**config.mk**
```make
export PLATFORM = sky130hd
export DESIGN_NAME = led_trace_player
export DESIGN_NICKNAME = d
export VERILOG_FILES = /design/src/rtl/led_trace_player.sv
export SDC_FILE = /design/constraint.sdc
export NUM_CORES = 1
export LEC_CHECK = 0
export BUFFER_PORTS_ARGS = -buffer_cell sky130_fd_sc_hd__buf_2
export CAP_MARGIN = 0
export CORE_ASPECT_RATIO = 0.6
export CORE_MARGIN = 4
export CORE_UTILIZATION = 35
export CTS_CLUSTER_SIZE = 20
export DETAILED_ROUTE_END_ITERATION = 10
export GPL_TIMING_DRIVEN = 0
export SYNTH_ARGS = -nofsm -noshare
export SYNTH_HDL_FRONTEND = slang
export SYNTH_SLANG_ARGS = --single-unit
export TNS_END_PERCENT = 10
```
**constraint.sdc**
```tcl
create_clock -name clk -period 3.5 [get_ports clk]
set_input_delay 0.525 -clock clk [delete_from_list [all_inputs] [get_ports clk]]
set_output_delay 0.525 -clock clk [all_outputs]
set_load 0.01 [all_outputs]
```
**src/rtl/led_trace_player.sv**
```systemverilog
// led_trace_player: queues firmware LED debug codes in a FIFO and shows each on led_out for HOLD_CYCLES clocks.
// Optional build macro LED_TRACE_DEDUP_EN discards a write equal to the last accepted write.
module led_trace_player #(
  parameter int DEPTH       = 16,
  parameter int HOLD_CYCLES = 25000000
) (
  input  logic                     clk,
  input  logic                     rst,
  input  logic                     wr_en,
  input  logic [7:0]               wr_data,
  input  logic                     clr_ovf,
  output logic [7:0]               led_out,
  output logic                     busy,
  output logic [$clog2(DEPTH):0]   level,
  output logic                     overflow
);

  localparam int              PW         = $clog2(DEPTH);
  localparam int              TW         = $clog2(HOLD_CYCLES);
  localparam logic [TW-1:0]   HOLD_LOAD  = TW'(HOLD_CYCLES - 1);
  localparam logic [PW:0]     FULL_LEVEL = (PW+1)'(DEPTH);

  typedef enum logic {
    IDLE = 1'b0,
    SHOW = 1'b1
  } state_e;

  state_e          state_q, state_d;
  logic [7:0]      mem_q [DEPTH];
  logic [PW-1:0]   wr_ptr_q, wr_ptr_d;
  logic [PW-1:0]   rd_ptr_q, rd_ptr_d;
  logic [PW:0]     level_q, level_d;
  logic [TW-1:0]   timer_q, timer_d;
  logic [7:0]      led_out_q, led_out_d;
  logic            overflow_q, overflow_d;

  logic            fifo_empty;
  logic            fifo_full;
  logic            timer_done;
  logic            pop;
  logic            push;
  logic            drop;
  logic            wr_dup;
  logic            busy_s;

  assign fifo_empty = (level_q == '0);
  assign fifo_full  = (level_q == FULL_LEVEL);
  assign timer_done = (timer_q == '0);

  // A pop frees a slot in the same cycle, so a write into a full FIFO is kept when a pop coincides.
  assign push = wr_en && !wr_dup && (!fifo_full || pop);
  assign drop = wr_en && !wr_dup && fifo_full && !pop;

`ifdef LED_TRACE_DEDUP_EN
  logic [7:0] last_q, last_d;
  logic       last_valid_q, last_valid_d;

  assign wr_dup = last_valid_q && (wr_data == last_q);

  always_comb begin
    last_d       = last_q;
    last_valid_d = last_valid_q;
    if (push) begin
      last_d       = wr_data;
      last_valid_d = 1'b1;
    end
  end

  always_ff @(posedge clk or posedge rst) begin
    if (rst) begin
      last_q       <= 8'h00;
      last_valid_q <= 1'b0;
    end else begin
      last_q       <= last_d;
      last_valid_q <= last_valid_d;
    end
  end
`else
  assign wr_dup = 1'b0;
`endif

  // FSM state register
  // NOTE: sequential state uses non-blocking assignments so every flop samples pre-edge values.
  always_ff @(posedge clk or posedge rst) begin
    if (rst) begin
      state_q <= IDLE;
    end else begin
      state_q <= state_d;
    end
  end

  // FSM next-state logic
  // NOTE: every combinational output gets a default first, so no path can infer a latch.
  always_comb begin
    state_d = state_q;
    case (state_q)
      IDLE:    if (!fifo_empty) state_d = SHOW;
      SHOW:    if (timer_done && fifo_empty) state_d = IDLE;
      default: state_d = IDLE;
    endcase
  end

  // FSM outputs
  always_comb begin
    busy_s = 1'b0;
    pop    = 1'b0;
    case (state_q)
      IDLE: pop = !fifo_empty;
      SHOW: begin
        busy_s = 1'b1;
        pop    = timer_done && !fifo_empty;
      end
      default: begin
        busy_s = 1'b0;
        pop    = 1'b0;
      end
    endcase
  end

  // FIFO pointers, occupancy, display register, hold timer and sticky overflow
  always_comb begin
    wr_ptr_d   = wr_ptr_q;
    rd_ptr_d   = rd_ptr_q;
    level_d    = level_q;
    timer_d    = timer_q;
    led_out_d  = led_out_q;
    overflow_d = overflow_q;

    if (push) wr_ptr_d = wr_ptr_q + 1'b1;

    if (pop) begin
      rd_ptr_d  = rd_ptr_q + 1'b1;
      led_out_d = mem_q[rd_ptr_q];
      timer_d   = HOLD_LOAD;
    end else if ((state_q == SHOW) && !timer_done) begin
      timer_d = timer_q - 1'b1;
    end

    case ({push, pop})
      2'b10:   level_d = level_q + 1'b1;
      2'b01:   level_d = level_q - 1'b1;
      default: level_d = level_q;
    endcase

    // A drop in the same cycle as a clear wins, so no dropped write goes unreported.
    if (drop) begin
      overflow_d = 1'b1;
    end else if (clr_ovf) begin
      overflow_d = 1'b0;
    end
  end

  always_ff @(posedge clk or posedge rst) begin
    if (rst) begin
      wr_ptr_q   <= '0;
      rd_ptr_q   <= '0;
      level_q    <= '0;
      timer_q    <= '0;
      led_out_q  <= 8'h00;
      overflow_q <= 1'b0;
    end else begin
      wr_ptr_q   <= wr_ptr_d;
      rd_ptr_q   <= rd_ptr_d;
      level_q    <= level_d;
      timer_q    <= timer_d;
      led_out_q  <= led_out_d;
      overflow_q <= overflow_d;
    end
  end

  // NOTE: the storage array is not reset; pointers and level define which entries are valid.
  always_ff @(posedge clk) begin
    if (push) mem_q[wr_ptr_q] <= wr_data;
  end

  assign led_out  = led_out_q;
  assign busy     = busy_s;
  assign level    = level_q;
  assign overflow = overflow_q;

endmodule

```
==> Yosys cells after proc, flatten, opt, wreduce, memory -nomap -nowiden <==
Memory sizes are Yosys's and may differ from the RTL's. A register that Yosys moved wholly into a read port is not among the register bits.
Index checks and enable logic that the tools add are counted.
Widths: inputs -> output; s select.
{ "totals": {"regBits": 40, "ramBits": 128, "inputBits": 12, "out_inout_bits": 15, "word_cells": 44, "mem_count": 1} }
{ "memory_table": {"columns": ["name", "words", "word_bits", "rd", "rd_clocked_by_memory_dff", "wr", "line_no", "source"], "rows": [
  ["mem_q", 16, 8, 1, 1, 1, "29", "logic [7:0] mem_q [DEPTH];"]
]} }
{ "classes": {"addsub": 5, "n_eq_ne": 3, "mux": 12, "bitwise_logic": 1, "n_reduce_logical": 16} }
{ "op_table": {"columns": ["op", "n"], "rows": [
  ["$mux 25", 2],
  ["$logic_not 25->1", 1],
  ["$sub 25x1->25 const B", 1],
  ["$pmux 5 s2", 1],
  ["$add 4x1->4 const B", 2],
  ["$mux 1", 7],
  ["$logic_and 1x1->1", 6],
  ["$reduce_bool 2->1", 3],
  ["$add 5x1->5 const B", 1],
  ["$eq 5x5->1 const B", 1],
  ["$logic_not 5->1", 1],
  ["$sub 5x1->5 const B", 1],
  ["$logic_not 1->1", 4],
  ["$pmux 1 s2", 2],
  ["$eq 2x1->1 const B", 1],
  ["$eq 2x2->1 const B", 1],
  ["$logic_or 1x1->1", 1],
  ["$not 1->1", 1]
]} }

==> Depth between registers and ports, before layout <==
Gate-level depths: netlist (run 1).
{ "depth": {"depth_word": 8, "ltp_mapped": 12} }

==> Worst setup path after synthesis (run 1) <==
Ideal clock, no wire load.
{ "synth_timing": {"path_kind": "register -> register", "from": "register timer_q[12]", "to": "memory mem_q[0][0] (enable)", "setup_ps": 395, "arrival_ps": 2325, "required_ps": 3105, "setup_slack_ps": 780, "stages_incl_launch_ff": 6, "path_buffers": 0, "period_less_slack_ps": 2720, "cell_sequence": "dfrtp_1 -> nor4_2 -> nand3b_1 -> o31ai_4 -> nor2_2 -> nor4_1"} }
{ "synth_between": {"elab_chain_cells": 7} }
{ "synth_lines": {"columns": ["item", "line_no", "source"], "rows": [
  ["start, declared", "33", "logic [TW-1:0] timer_q, timer_d;"],
  ["start signal, assigned", "165", "timer_q <= timer_d;"],
  ["$logic_not 25->1", "48", "assign timer_done = (timer_q == '0);"],
  ["$logic_and 1x1->1", "111", "pop = timer_done && !fifo_empty;"],
  ["$pmux 1 s2", "107", "case (state_q)"],
  ["$logic_or 1x1->1", "51", "assign push = wr_en && !wr_dup && (!fifo_full || pop);"],
  ["$logic_and 1x1->1", "51", null],
  ["$mux 1", "173", "if (push) mem_q[wr_ptr_q] <= wr_data;"],
  ["$mux 1 (not written as such)", "173", null],
  ["end, declared", "29", null]
]} }
Every way passes these cells.

==> Worst setup path after layout (run 1) <==
{ "layout_timing": {"from": "register timer_q[15]", "to": "memory mem_q[11][3] (enable)"} }
The elaborated chain is that of the path after synthesis.

==> results of run 1 <==
## cell usage in the layout (no fill, tap or decap), types with 11 or more instances in the layout
cell type	synthesis	routed
xnor2_1	11	11
nor3_1	21	16
edfxtp_1	128	128
nand2_1	46	46
clkbuf_1	12	14
o21ai_0	18	18
buf_2	7	32
mux4_2	40	40
clkbuf_16	0	17
a21oi_1	27	27
nor2_1	17	14
dfrtp_1	48	48
## logic make-up (layout without fill, tap and decap cells)
kind of cell	Yosys count	after routing	share of synthesized area [%]
flops	176	176	67.6
simple gates	131	131	9.28
compound gates	68	68	5.55
mux	42	42	12.4
buf+inv	36	98	2.08
xor+xnor	15	15	1.76
fa+ha+maj	8	8	1.34
## state kept, by name, summed over array words and instances (netlist names)
| signal | count |
|---|---|
| mem_q | 128 |
| overflow | 1 |
| state_q | 1 |
| led_out | 8 |
| wr_ptr_q | 4 |
| level | 5 |
| timer_q | 25 |
| rd_ptr_q | 4 |
## synth_stat cells, types with 2 or more instances
cell | n | area (µm²)
a21o_1 | 3 | 22.5
a31oi_1 | 4 | 25.0
and2_1 | 5 | 31.3
dfrtp_1 | 48 | 1200
or3_1 | 2 | 12.5
nand2_1 | 46 | 173
and4_1 | 2 | 17.5
nand3_1 | 10 | 50.1
clkbuf_1 | 12 | 45.0
nor4_1 | 7 | 43.8
nor3_1 | 21 | 105
nor4_2 | 4 | 50.1
inv_1 | 11 | 41.3
nand3b_1 | 3 | 22.5
o21ai_0 | 18 | 90.1
nor2_1 | 17 | 63.8
a21oi_1 | 27 | 135
xor2_1 | 4 | 35.0
buf_2 | 7 | 35.0
buf_1 | 3 | 11.3
xnor2_1 | 11 | 96.3
o31ai_1 | 4 | 30.0
nor2_4 | 2 | 22.5
buf_4 | 3 | 22.5
nor4b_2 | 2 | 30.0
ha_1 | 8 | 100
mux4_2 | 40 | 901
edfxtp_1 | 128 | 3840
nand4_1 | 3 | 18.8
## how the worst max path moves through the flow
stage / slack, ns / start / end / cells after the start
2_1_floorplan: 0.78 / timer_q[12] / mem_q[0][0] / 5
3_3_place_gp: -0.48 / timer_q[5] / mem_q[5][1] / 5
3_5_place_dp: 0.10 / timer_q[15] / mem_q[13][7] / 5
4_1_cts: 0.08 / timer_q[15] / mem_q[11][0] / 6
5_1_grt: 0.06 / timer_q[15] / mem_q[11][1] / 6
6_report: 0.25 / timer_q[15] / mem_q[11][3] / 6
## final cells by class
type | instances | area share, %
Sequential cell | 176 | 58.5
Multi-Input combinational cell | 264 | 26.9
Clock buffer | 21 | 5.34
Tap cell | 279 | 4.05
Timing Repair Buffer | 30 | 2.12
Clock inverter | 11 | 1.33
Buffer | 25 | 1.32
Inverter | 11 | 0.479
## metal layers
metal	vias to the layer above	part of all wire, %	GRT usage (%)
met4	0	0.98	3.88
met1	2265	51	23.8
li1	1943	-	-
met2	112	42	19.4
met5	-	0	0
met3	14	5.7	3.69
## power by group through the flow
stage | registers, mW | clock network, mW | logic (mW)
2_1_floorplan | 2.74 | 0 | 0.784
3_3_place_gp | 2.76 | 0 | 1.10
3_5_place_dp | 2.78 | 0 | 1.16
4_1_cts | 2.73 | 1.91 | 1.16
5_1_grt | 2.77 | 2.00 | 1.29
6_report | 2.73 | 1.87 | 1.17
## per-stage QoR
step | cell area (µm²) | hold slack [ns] | std cells | setup TNS [ns]
after floorplan | 7460 | 0.438 | 476 | 0
after global routing | 8620 | 0.0139 | 817 | 0
after detailed placement | 8030 | 0.456 | 785 | 0
after global placement | 7930 | 0.463 | 780 | -14.47
after CTS | 8600 | 0.00613 | 817 | 0
final | 8620 | 0.0177 | 817 | 0
==> flow_summary.ini, run 1 <==
[place]
pre_cts_ws_ns = 0.100
place.gp.congestion = 0.801
numPortBuffers = 25
hpwl_um = 11700

[yosys]
synth_nets = 496
syn_area_per_cell_um2 = 15.7
async_reset_ff_share_pct = 27.3
ys_types = 50
yosysSeqAreaShare_pct = 67.6
synth_warnings = 0
synth_edf_count = 128
synthesis.area_um2 = 7460
synth-main-ff-cell = edfxtp_1
ys_seq_elements = 176
postSynthCellCount = 476

[clock_tree]
cts_tree = built
cts_sinks = 176
htree_levels = 4
holdBufCountCts = 0
postCtsSetupBuffers = 0
clkTransAtPathRegs_ns = 0.07
cts-root-buf = clkbuf_16
cts_max_path_buffers = 2
ctsResizeCount = 0
insertion_delay_ns = 0.43
cts_buffers = 17

[finish]
seq_area_um2 = 5040
multi_input_area_um2 = 2320
nFillCells = 1882
fin_nets = 545
area_growth_syn_to_layout_pct = 15.6
antenna_cells = 0
finish.utilization_pct = 41.1
drive_above_1_share_pct = 25.3

[sta]
tightest_slew_ns = 1.01
period_share_pct = 92.9
fmax_ghz = 0.308
finalClockSkew_ns = 0.0116
max-slew-margin-rel_pct = 32.6
final-max-slew-violation-count = 0
fin_ws_ns = 0.250
rsz0062_at_grt = false
setup_violations = 0
report.final.hold_viol_count = 0
layout_min_cycle_time_ns = 3.25

[detailed_routing]
drt_iter0_drc = 407
dr.pass1.iters = 5
vias = 4334
wl_per_cell_um = 20.2
via_per_inst = 5.30
drt-total-wl_um = 16500
postRouteAntennaNets = 0
drc = 0

[critical_path]
cp.arrival_ns = 3.31
crit_fanout = 8
r2r-end = mem_q[11][3]
r2r_setup_slack_ns = 0.25
startpoint_type = register
crit_buf_inv = 0
r2r_cells = 6
path_delay_family = simple AND/OR/NAND/NOR gates
cpPeakStageDelay_ns = 0.56
timing.critical_path.slowest_stage_cell = nor2_2
crit_chain = nor4_2, nand3b_1, o31ai_4, o21ai_2, or3b_1, nor2_2
worstSetupEndpointType = register
r2r_start = timer_q[15]
path_class = register to register
required_ns = 3.56

[die]
core_um2 = 21000
ios = 27
row_count = 41
die_y_um = 121
fp.dieArea_um2 = 23800
initial_core_util_pct = 35.6
die_w_um = 196

[global_routing]
grt_pass1_vias = 4342
grt_use_total_pct = 14.7
grt_pass1_wl_um = 25900
grt-ovfl-total = 0
grt_max_degree = 41
antenna_found_initial = 1

[power_and_ir_drop]
clkPwrFrac_pct = 32.4
combPwrFrac_pct = 20.3
p_sw_share_pct = 28.8
internal_power_mw = 4.11
power_frac_seq_pct = 47.4
cellLeakagePower_nw = 2.97
p_sw_mw = 1.66
p_per_area_nw_per_um2 = 669
max-vdd-ir-drop_v = 0.000381
p_total_mw = 5.77

[job]
timing.max_cap.violations = 0

[hold_path]
worstHoldPathType = input port to asynchronous set/reset pin

[run_status]
outcome = complete, no violations
Note: power is estimated with default switching activity, not from simulation.
==> run 2: changes to the inputs <==
--- a/config.mk
+++ b/config.mk
@@ -7,7 +7,6 @@
 export LEC_CHECK = 0
 export BUFFER_PORTS_ARGS = -buffer_cell sky130_fd_sc_hd__buf_2
 export CAP_MARGIN = 0
-export CORE_ASPECT_RATIO = 0.6
 export CORE_MARGIN = 4
 export CORE_UTILIZATION = 35
 export CTS_CLUSTER_SIZE = 20
==> run 2 against run 1 <==
Setup slack gained 0.041 ns. Combinational power fell by 3%. Routed wire length is 7.1% lower. Critical endpoint is now mem_q[13][1]. Cell area is essentially flat. Via count fell by 3.4%. Fmax rose by 1.3%. Clock skew rose by 0.00089 ns. Hold slack gained 0.26 ns.
==> flow_summary.ini, run 2 (synthesized netlist as in run 1, its figures left out) <==
[finish]
finish.utilization_pct = 41.1
layout_commonest_cell = edfxtp_1
regMostFlops = mem_q
area_growth_syn_to_layout_pct = 15.7
drive_above_1_share_pct = 25.0
fin_nets = 546
largest_reg_flops = 128
nFillCells = 1876
layout_common_cells = edfxtp_1 (128), dfrtp_1 (48), nand2_1 (46)
antenna_cells = 0
final_cells = 814

[place]
dp_cells = 781
hpwl_um = 10500
numPortBuffers = 25
place.gp.congestion = 0.783

[detailed_routing]
drt-total-wl_um = 15300
vias = 4187
dr.pass1.iters = 5
postRouteAntennaNets = 0
via_per_inst = 5.14
wl_per_cell_um = 18.8
drc = 0
drt_iter0_drc = 364

[critical_path]
worstSetupEndpointType = register
crit_buf_inv = 0
r2r_setup_slack_ns = 0.29
crit_fanout = 8
timing.critical_path.slowest_stage_cell = nor3_1
startpoint = timer_q[15]
cp.arrival_ns = 3.24
path_class = register to register
startpoint_type = register
cpPeakStageDelay_ns = 1.09
path_delay_family = simple AND/OR/NAND/NOR gates
crit_chain = nor4_2, nand3b_1, o31ai_4, o21ai_2, nor3_1
cp-endpoint = mem_q[13][1]
r2r-end = mem_q[13][1]
required_ns = 3.53
r2r_cells = 5
r2r_start = timer_q[15]
crit_cells = 5

[job]
timing.max_cap.violations = 0

[run_status]
outcome = complete, no violations

[die]
initial_core_util_pct = 35.5
fp.dieArea_um2 = 23700
ios = 27
die_w_um = 154
core_um2 = 21000
die_y_um = 154
row_count = 53

[sta]
tightest_slew_ns = 1.34
finalClockSkew_ns = 0.0125
final-max-slew-violation-count = 0
rsz0062_at_grt = true
layout_min_cycle_time_ns = 3.21
setup_violations = 0
max-slew-margin-rel_pct = 10.2
fmax_ghz = 0.312
period_share_pct = 91.7
report.final.hold_viol_count = 0

[power_and_ir_drop]
p_per_area_nw_per_um2 = 666
max-vdd-ir-drop_v = 0.000358
cellLeakagePower_nw = 2.97

[clock_tree]
postCtsSetupBuffers = 0
cts_tree = built
cts_max_path_buffers = 2
cts-root-buf = clkbuf_16
cts_buffers = 17
htree_levels = 4
clkTransAtPathRegs_ns = 0.08
insertion_delay_ns = 0.43
cts_sinks = 176

[global_routing]
grt_use_total_pct = 13.5
grt_max_degree = 41
grt_pass1_wl_um = 24500
grt-ovfl-total = 0
antenna_found_initial = 1
grt_pass1_vias = 4242

[hold_path]
worstHoldPathType = input port to register
-- run 2: cell count changes in the layout (fill, tap and decap cells not counted), sizes merged --
cell	before	now
inv	11	20
clkinvlp	0	1
clkbuf	33	30
clkinv	9	4
dlygate4sd3	0	1
bufinv	2	0
-- run 2: how the worst min path moves through the flow --
stage | endpoint | startpoint | cells past startpoint | slack (ns)
2_1_floorplan | timer_q[24] | timer_q[24] | 1 | 0.44
3_3_place_gp | led_out[3] | led_out[3] | 2 | 0.46
3_5_place_dp | led_out[1] | rst | 2 | 0.45
4_1_cts | overflow | clr_ovf | 2 | 0.26
5_1_grt | overflow | clr_ovf | 2 | 0.26
6_report | overflow | clr_ovf | 2 | 0.28
-- run 2: routing by layer --
metal	GRT usage [%]	up-vias	wire, µm
met3	3.10	17	520
met4	4.67	2	219
met5	0	-	9
met1	18.2	2142	6760
met2	21.6	83	7790
li1	-	1943	-
-- run 2: repair_timing --
action | 4_1_cts | 5_1_grt
endpoints found under the hold margin | 7 | 0
resized for setup | 0 | 2
endpoints found under the setup margin | 0 | 40
hold buffers | 1 | 0
-- run 2: stage by stage --
| stage | hold WS [ns] | instance area [µm²] | setup slack (ns) | power, mW | setup TNS [ns] |
|---|---|---|---|---|---|
| after global placement | 0.459 | 7930 | -0.266 | 3.84 | -6.35 |
| after CTS | 0.259 | 8620 | 0.211 | 5.80 | 0 |
| after floorplan | 0.438 | 7460 | 0.780 | 3.53 | 0 |
| after global routing | 0.264 | 8630 | -0.0589 | 6.04 | -1.17 |
| after detailed placement | 0.455 | 8010 | 0.238 | 3.91 | 0 |
| final | 0.276 | 8630 | 0.291 | 5.75 | 0 |
-- run 2: power by group --
part	total (mW)	switching (mW)	internal [mW]
clock	1.90	0.911	0.985
sequential	2.72	0.190	2.53
combinational	1.13	0.637	0.488
-- run 2: layout make-up --
type | count | area, µm² | share of cell area (%)
flip-flops and latches | 176 | 5040 | 58.5
multi-input cells | 264 | 2300 | 26.6
clock buffers | 18 | 439 | 5.09
well taps | 275 | 344 | 3.99
repair buffers | 31 | 185 | 2.15
clock inverters | 14 | 161 | 1.87
plain buffers | 25 | 114 | 1.32
inverters | 11 | 41.3 | 0.478
